==> config.mk <==
export PLATFORM = sky130hd
export DESIGN_NAME = stage_2_scheduler
export DESIGN_NICKNAME = d
export VERILOG_FILES = /design/src/rtl/stage_2_scheduler.sv
export SDC_FILE = /design/constraint.sdc
export NUM_CORES = 1
export LEC_CHECK = 0
export CAP_MARGIN = 5
export CORE_ASPECT_RATIO = 2
export CORE_MARGIN = 8
export CORE_UTILIZATION = 40
export DETAILED_ROUTE_END_ITERATION = 16
export PLACE_DENSITY = 0.64
export SLEW_MARGIN = 10
export SYNTH_ARGS = -nofsm -noshare
export SYNTH_HDL_FRONTEND = slang
export SYNTH_SLANG_ARGS = --single-unit
==> constraint.sdc <==
create_clock -name clk -period 9.6 [get_ports clk]
set_input_delay 0.96 -clock clk [delete_from_list [all_inputs] [get_ports clk]]
set_output_delay 0.96 -clock clk [all_outputs]
set_load 0.005 [all_outputs]
==> src/rtl/stage_2_scheduler.sv <==
// Range/low update stage of a range coder: one shared 16x16 multiplier sequenced
// by a small FSM, valid/ready handshakes on both sides.
module stage_2_scheduler #(
  parameter int DATA_16 = 16,
  parameter int DATA_32 = 32
) (
  input  logic               clk,
  input  logic               reset,
  input  logic               in_valid,
  output logic               in_ready,
  input  logic [DATA_16-1:0] UU,
  input  logic [DATA_16-1:0] VV,
  input  logic [DATA_16-1:0] A,
  input  logic [DATA_16-1:0] in_range,
  input  logic [DATA_16-1:0] in_low,
  input  logic               COMP_mux_1,
  output logic               out_valid,
  input  logic               out_ready,
  output logic [DATA_16-1:0] range,
  output logic [DATA_16-1:0] low,
  output logic               busy,
  output logic [DATA_16-1:0] sym_count
);

  typedef enum logic [2:0] {IDLE, MUL_U, MUL_A, MUL_V, DONE} state_t;

  localparam logic [DATA_16-1:0] RANGE_RST = {1'b1, {(DATA_16-1){1'b0}}};

  state_t state, state_next;

  logic [DATA_16-1:0] uu_q, vv_q, a_q, range_in_q, low_in_q, rr_q;
  logic [DATA_16-1:0] low_w;
  logic [DATA_16-1:0] range_q, low_q, count_q;
  logic [DATA_16-1:0] mul_b;
  logic [DATA_32-1:0] product;
  logic [DATA_16-1:0] prod_lo;
  logic               unused_product_hi;

  wire take = in_valid && in_ready;

  // State register
  // NOTE: sequential state uses non-blocking assignments so every flop samples
  // pre-edge values regardless of process ordering.
  always_ff @(posedge clk) begin
    if (reset) state <= IDLE;
    else       state <= state_next;
  end

  // Next-state logic
  // NOTE: the default assignment up front keeps this block purely combinational;
  // a path that left state_next unassigned would infer a latch.
  always_comb begin
    state_next = state;
    unique case (state)
      IDLE:    if (take) state_next = COMP_mux_1 ? MUL_U : MUL_V;
      MUL_U:   state_next = MUL_A;
      MUL_A:   state_next = DONE;
      MUL_V:   state_next = DONE;
      DONE:    if (out_ready) state_next = IDLE;
      default: state_next = IDLE;
    endcase
  end

  // Output decode
  always_comb begin
    in_ready  = (state == IDLE);
    out_valid = (state == DONE);
    busy      = (state != IDLE);
  end

  // Single time-shared multiplier; the operand is chosen by the current state.
  always_comb begin
    mul_b = '0;
    unique case (state)
      MUL_U:   mul_b = uu_q;
      MUL_A:   mul_b = a_q;
      MUL_V:   mul_b = vv_q;
      default: mul_b = '0;
    endcase
  end

  assign product           = DATA_32'(rr_q) * DATA_32'(mul_b);
  assign prod_lo           = product[DATA_16-1:0];
  // The coder arithmetic is modulo 2^16; the upper product half is discarded.
  assign unused_product_hi = ^product[DATA_32-1:DATA_16];

  // Operand capture. These are always loaded on a transfer before being read,
  // so they carry no reset.
  always_ff @(posedge clk) begin
    if (take) begin
      uu_q       <= UU;
      vv_q       <= VV;
      a_q        <= A;
      range_in_q <= in_range;
      low_in_q   <= in_low;
      rr_q       <= in_range >> 8;
    end
    if (state == MUL_U) low_w <= low_in_q + range_in_q - prod_lo;
  end

  // Result registers change only on entry to DONE, so outputs hold the last
  // result through every other state.
  always_ff @(posedge clk) begin
    if (reset) begin
      range_q <= RANGE_RST;
      low_q   <= '0;
      count_q <= '0;
    end else begin
      unique case (state)
        MUL_A: begin
          range_q <= prod_lo;
          low_q   <= low_w;
        end
        MUL_V: begin
          range_q <= range_in_q - prod_lo;
          low_q   <= low_in_q;
        end
        DONE:    if (out_ready) count_q <= count_q + DATA_16'(1);
        default: ;
      endcase
    end
  end

  assign range     = range_q;
  assign low       = low_q;
  assign sym_count = count_q;

endmodule

Word-level counts from Yosys, hierarchy flattened
Cells that the tools add are included.
Widths: inputs -> output; s select.

storage, ports and cells
  register bits after elaboration = 155
  bits of input ports = 85
  output and inout port bits = 51
  logic and storage cells = 36

operators by class
  add/sub/neg operators = 4
  multipliers = 1
  equal/unequal tests = 6
  mux-type cells = 7
  reduce and logical (&&, ||, !) cells = 7

operators by type and width
  operator               number
  $pmux 16 s2            2
  $pmux 16 s3            1
  $sub 16x16->16         2
  $add 16x1->16 const B  1
  $add 16x16->16         1
  $mul 8x16->16          1
  $pmux 3 s4             1
  $eq 3x2->1 const B     2
  $mux 3                 2
  $ne 2x1->1 const B     2
  $reduce_and 2->1       2
  $eq 3x1->1 const B     1
  $eq 3x3->1 const B     1
  $logic_not 3->1        1
  $reduce_bool 3->1      1
  $mux 2                 1
  $reduce_bool 2->1      1
  $reduce_or 2->1        1
  $logic_and 1x1->1      1

Logic depth before layout (Yosys ltp)
  depth after elaboration = 5
  gate-level depth with buffers = 30
  mapped depth without buffers = 28

Least setup slack after synthesis
Ideal clock, no wire load.

  path type = flip-flop to flip-flop
  start = register state[1]
  end = register low_w[14], data pin
  library setup time = 0.281 ns
  arrival = 6.531 ns
  required time = 9.319 ns
  setup slack = 2.789 ns
  stages on the path, launching flop included = 26
  path buffers = 2
  period minus slack after synthesis = 6.811 ns
  cells stage by stage = dfxtp_1 -> buf_4 -> clkbuf_1 -> mux2_2 -> a22oi_1 -> nor2_1 -> and2_1 -> fa_1 -> fa_1 -> fa_1 -> inv_1 -> fa_1 -> inv_1 -> ha_1 -> o211ai_1 -> nand2_1 -> a41oi_2 -> o21ai_0 -> a21oi_1 -> xor2_1 -> fa_1 -> ha_1 -> inv_1 -> and3_1 -> a2111oi_0 -> o211ai_1

on the way
  cells in the longest elaborated chain, start to end = 4
  elaborated cells between the ends (all ways) = 6
  classes of those cells = 1 x add/sub; 1 x mul; 3 x eq/ne; 1 x mux

ends and longest elaborated chain
  what                                             RTL line  RTL
  from (decl)                                      29        state_t state, state_next;
  from (signal assigned)                           46        else state <= state_next;
  $eq 3x2->1 / $eq 3x1->1 (equally long branches)  74        unique case (state)
  $pmux 16 s3 *                                    74
  $mul 8x16->16 *                                  82        assign product = DATA_32'(rr_q) * DATA_32'(mul_b);
  $sub 16x16->16 *                                 98        if (state == MUL_U) low_w <= low_in_q + range_in_q - prod_lo;
  to (signal assigned)                             98
  to (decl)                                        32        logic [DATA_16-1:0] low_w;

Every way passes the cells marked *; elsewhere a longest branch is shown, timed or not.
A chain may end at the register's enable or synchronous reset.

Worst setup path after layout
Same ends and word-level chain as after synthesis.

==> summary.txt <==
Worst setup path
  • Buf/Inv on CP: 4
  • Worst-path cell chain: nor2b_2 > a22oi_1 > nor2_1 > nand2_1 > fa_1 > fa_1 > inv_1 > fa_1 > inv_1 > fa_1 > inv_1 > ha_1 > o211ai_1 > nand2_1 > a41oi_2 > o21ai_0 > a21oi_1 > xor2_1 > fa_1 > ha_1 > inv_1 > and3_1 > a2111oi_0 > o211ai_1
  • Startpoint Class: flop
  • Most frequent cell on the critical path: fa_1
  • Endpoint type of the worst setup path: flop
  • Worst path slowest cell: dfxtp_1
  • WP data arrival: between 8 and 9 ns
  • Crit-path max FO: 24
  • Crit path kind: flop to flop
  • R2r setup slk: 1.61 ns
  • Crit-path leading delay family: adder cells
  • CP max stage delay: 0.98 ns
  • Required @ worst endpoint: 9.76 ns

Power and ir drop
  • Int Pwr: 1.70 mW
  • Psw: 0.976 mW
  • Comb pwr share: 43.9%
  • Sequential Power Share: 30.8%
  • Peak supply drop: 0.000152 V
  • Clock power frac: 25.3%
  • Overall power: around 2.7 mW
  • Switching share of power: 36.5%
  • PwrDens: 220 nW/um2
  • Lkg Pwr: 4.76 nW

Global route
  • GRT Util Overall: a little under a fifth
  • Initial antenna violation count: 3
  • Largest net degree at the start of global routing: 55
  • Vias in the first global route: 7818
  • Total grt overflow: 0
  • First-pass GRT wire length: ~42000 um

Finish
  • Non-Filler Instances: approximately 1400
  • Nets: 1263
  • Fillers: 2263
  • Area grow syn2layout: 22.9%
  • Area of the multi-input gates: 5500 um2
  • Share of cells above drive strength 1: about 6.6%
  • Reg area: a little under 4000 um2

Clock network
  • Reg clk slew, reported paths: roughly 0.07 ns
  • Num CTS Buffers: 17
  • CTS resizes: 0
  • CTS tree: done
  • CTS hold repair buffers: 0
  • Clk sink count: 147
  • Post-CTS setup buffer count: 0
  • Depth of the CTS H-tree: 4
  • Clk buf depth: 2
  • CTS root buf: clkbuf_16
  • Clock Latency Late Sink: 0.44 ns

Run status
  • Status: complete, no violations

Synth
  • Most frequent cells after synthesis: edfxtp_1, inv_1, nor2_1, fa_1, ha_1
  • Post-synth top area share: between 20% and 30%
  • Synth top area cells: edfxtp_1, fa_1, dfxtp_1
  • Yosys reg bits: 147
  • Ys async rst share: 0%
  • YS warnings: 0
  • Synth Cell Area: 9900 um2
  • Number of synthesized flops with an enable pin: 96
  • Library cells used by synthesis: 66
  • Syn avg cell area: 10.7 um2
  • Most frequent cell after synthesis: edfxtp_1
  • Post-synthesis cell count: 928
  • Area leader, netlist: edfxtp_1
  • Post-Syn Nets: about 1100
  • Prevailing post-synth register cell: edfxtp_1
  • Register area share after synthesis: approximately 40%

Floorplan
  • I/O Pins: 136
  • Die ar.: 30300 um2
  • Initial Util: 40.5%
  • Total core area: 24400 um2
  • Rows: 81
  • Die width: 127 um
  • Die Y: 238 um

Timing
  • Measured slew at the worst slew-check pin: 1.05 ns
  • Final clock skew: ~0.011 ns
  • Slew HR: 30.0%
  • Setup TNS: 0 ns
  • Max-slew violations: 0
  • Final Critical Period: 7.99 ns
  • Max frequency: between 100 and 150 MHz
  • Final period util: 83.2%
  • Final setup viols: 0
  • Post-route worst setup slack: 1.61 ns
  • Final Hold Fails: 0
  • RSZ-0062 raised after global routing: false

Route
  • DRT antenna net count: 0
  • Routed length per instance: between 15 and 20 um
  • Vias per cell: ~5.1
  • Vias: around 7100
  • Residual DRC: 0
  • First DRT Iteration DRCs: 326
  • Routed WL: 26300 um
  • DR pass1 iterations: 5

Min path
  • Worst Hold Class: flop to flop

Place
  • Routability Congestion: 0.914
  • Place WS: roughly 1.7 ns
  • # placed instances: approximately 1400
  • HPWL Detailed: a little over 20000 um
  • I/O Buffers: 135

Job
  • Max cap viols: 0
[per-stage QoR]
stage | hold slack [ns] | util (%) | instance area, um2
floorplan | 0.448 | - | 9900
finish | 0.482 | 49.8 | 12200
detailed placement | 0.474 | 47.3 | 11600
global placement | 0.470 | 47.3 | 11600
CTS | 0.490 | 49.8 | 12200
global route | 0.516 | 49.8 | 12200
[routing by layer]
| layer | vias up | global-route usage (%) | wire length [um] |
|---|---|---|---|
| li1 | 3423 | - | - |
| met1 | 3505 | 17.2 | 9130 |
| met2 | 131 | 35.8 | 15400 |
| met3 | 60 | 2.93 | 585 |
| met4 | 0 | 10.6 | 1190 |
| met5 | - | 0 | 0 |
[worst reg2reg max path, cell delays in order (launching register included)]
cell       delay, ns
dfxtp_1         0.98
nor2b_2         0.62
a22oi_1         0.25
nor2_1          0.32
nand2_1         0.13
fa_1            0.52
fa_1            0.55
inv_1           0.05
fa_1            0.49
inv_1           0.05
fa_1            0.47
inv_1           0.04
ha_1            0.32
o211ai_1        0.20
nand2_1         0.11
a41oi_2         0.29
o21ai_0         0.13
a21oi_1         0.18
xor2_1          0.31
fa_1            0.48
ha_1            0.34
inv_1           0.10
and3_1          0.19
a2111oi_0       0.44
o211ai_1        0.15
[final timing paths]
kind / from / to / cells past startpoint
max: state[1] / low_w[14] / 24
min: range[2] / range[2] / 2
max reg2reg: state[1] / low_w[14] / 24
min reg2reg: range[2] / range[2] / 2
[power groups by stage]
stage	registers, mW	clock network (mW)	logic (mW)
2_1_floorplan	0.821	0	0.884
3_3_place_gp	0.840	0	1.15
3_5_place_dp	0.840	0	1.16
4_1_cts	0.827	0.693	1.18
5_1_grt	0.833	0.714	1.32
6_report	0.826	0.676	1.18
[logic make-up (layout without fill, tap and decap cells)]
| logic type | Yosys count | count (layout) | synth area share (%) |
|---|---|---|---|
| AO/OA/AOI/OAI | 130 | 130 | 8.93 |
| other | 0 | 3 | 0 |
| buffers and inverters | 133 | 266 | 5.19 |
| multiplexers | 39 | 39 | 4.15 |
| AND/OR/NAND/NOR | 278 | 278 | 13.8 |
| flip-flops | 147 | 147 | 39.4 |
| adder cells (fa/ha/maj) | 133 | 133 | 22.4 |
| XOR/XNOR | 68 | 68 | 6.15 |
[area by class of cell]
type | count | share of cell area (%)
Antenna cell | 3 | 0.0617
Clock buffer | 17 | 3.50
Clock inverter | 15 | 1.40
Inverter | 94 | 2.90
Multi-Input combinational cell | 648 | 45.2
Sequential cell | 147 | 32.1
Tap cell | 332 | 3.41
Timing Repair Buffer | 140 | 11.4
[placed cells by master, fill, tap and decap left out, types with 7 or more instances in the layout]
| cell | synthesis | routed |
|---|---|---|
| a211oi_1 | 28 | 28 |
| a21o_1 | 9 | 9 |
| a21oi_1 | 30 | 30 |
| a22oi_1 | 15 | 15 |
| and2_1 | 46 | 45 |
| clkbuf_16 | 0 | 17 |
| clkdlybuf4s50_1 | 0 | 134 |
| dfxtp_1 | 51 | 50 |
| edfxtp_1 | 96 | 96 |
| fa_1 | 74 | 74 |
| ha_1 | 56 | 56 |
| inv_1 | 93 | 93 |
| mux2_2 | 15 | 15 |
| mux2i_1 | 23 | 23 |
| nand2_1 | 52 | 52 |
| nand2b_1 | 7 | 7 |
| nand3_1 | 12 | 12 |
| nor2_1 | 82 | 82 |
| nor3_1 | 39 | 39 |
| o21ai_0 | 18 | 18 |
| xnor2_1 | 39 | 39 |
| xor2_1 | 28 | 28 |
(Power assumes the default switching activity.)
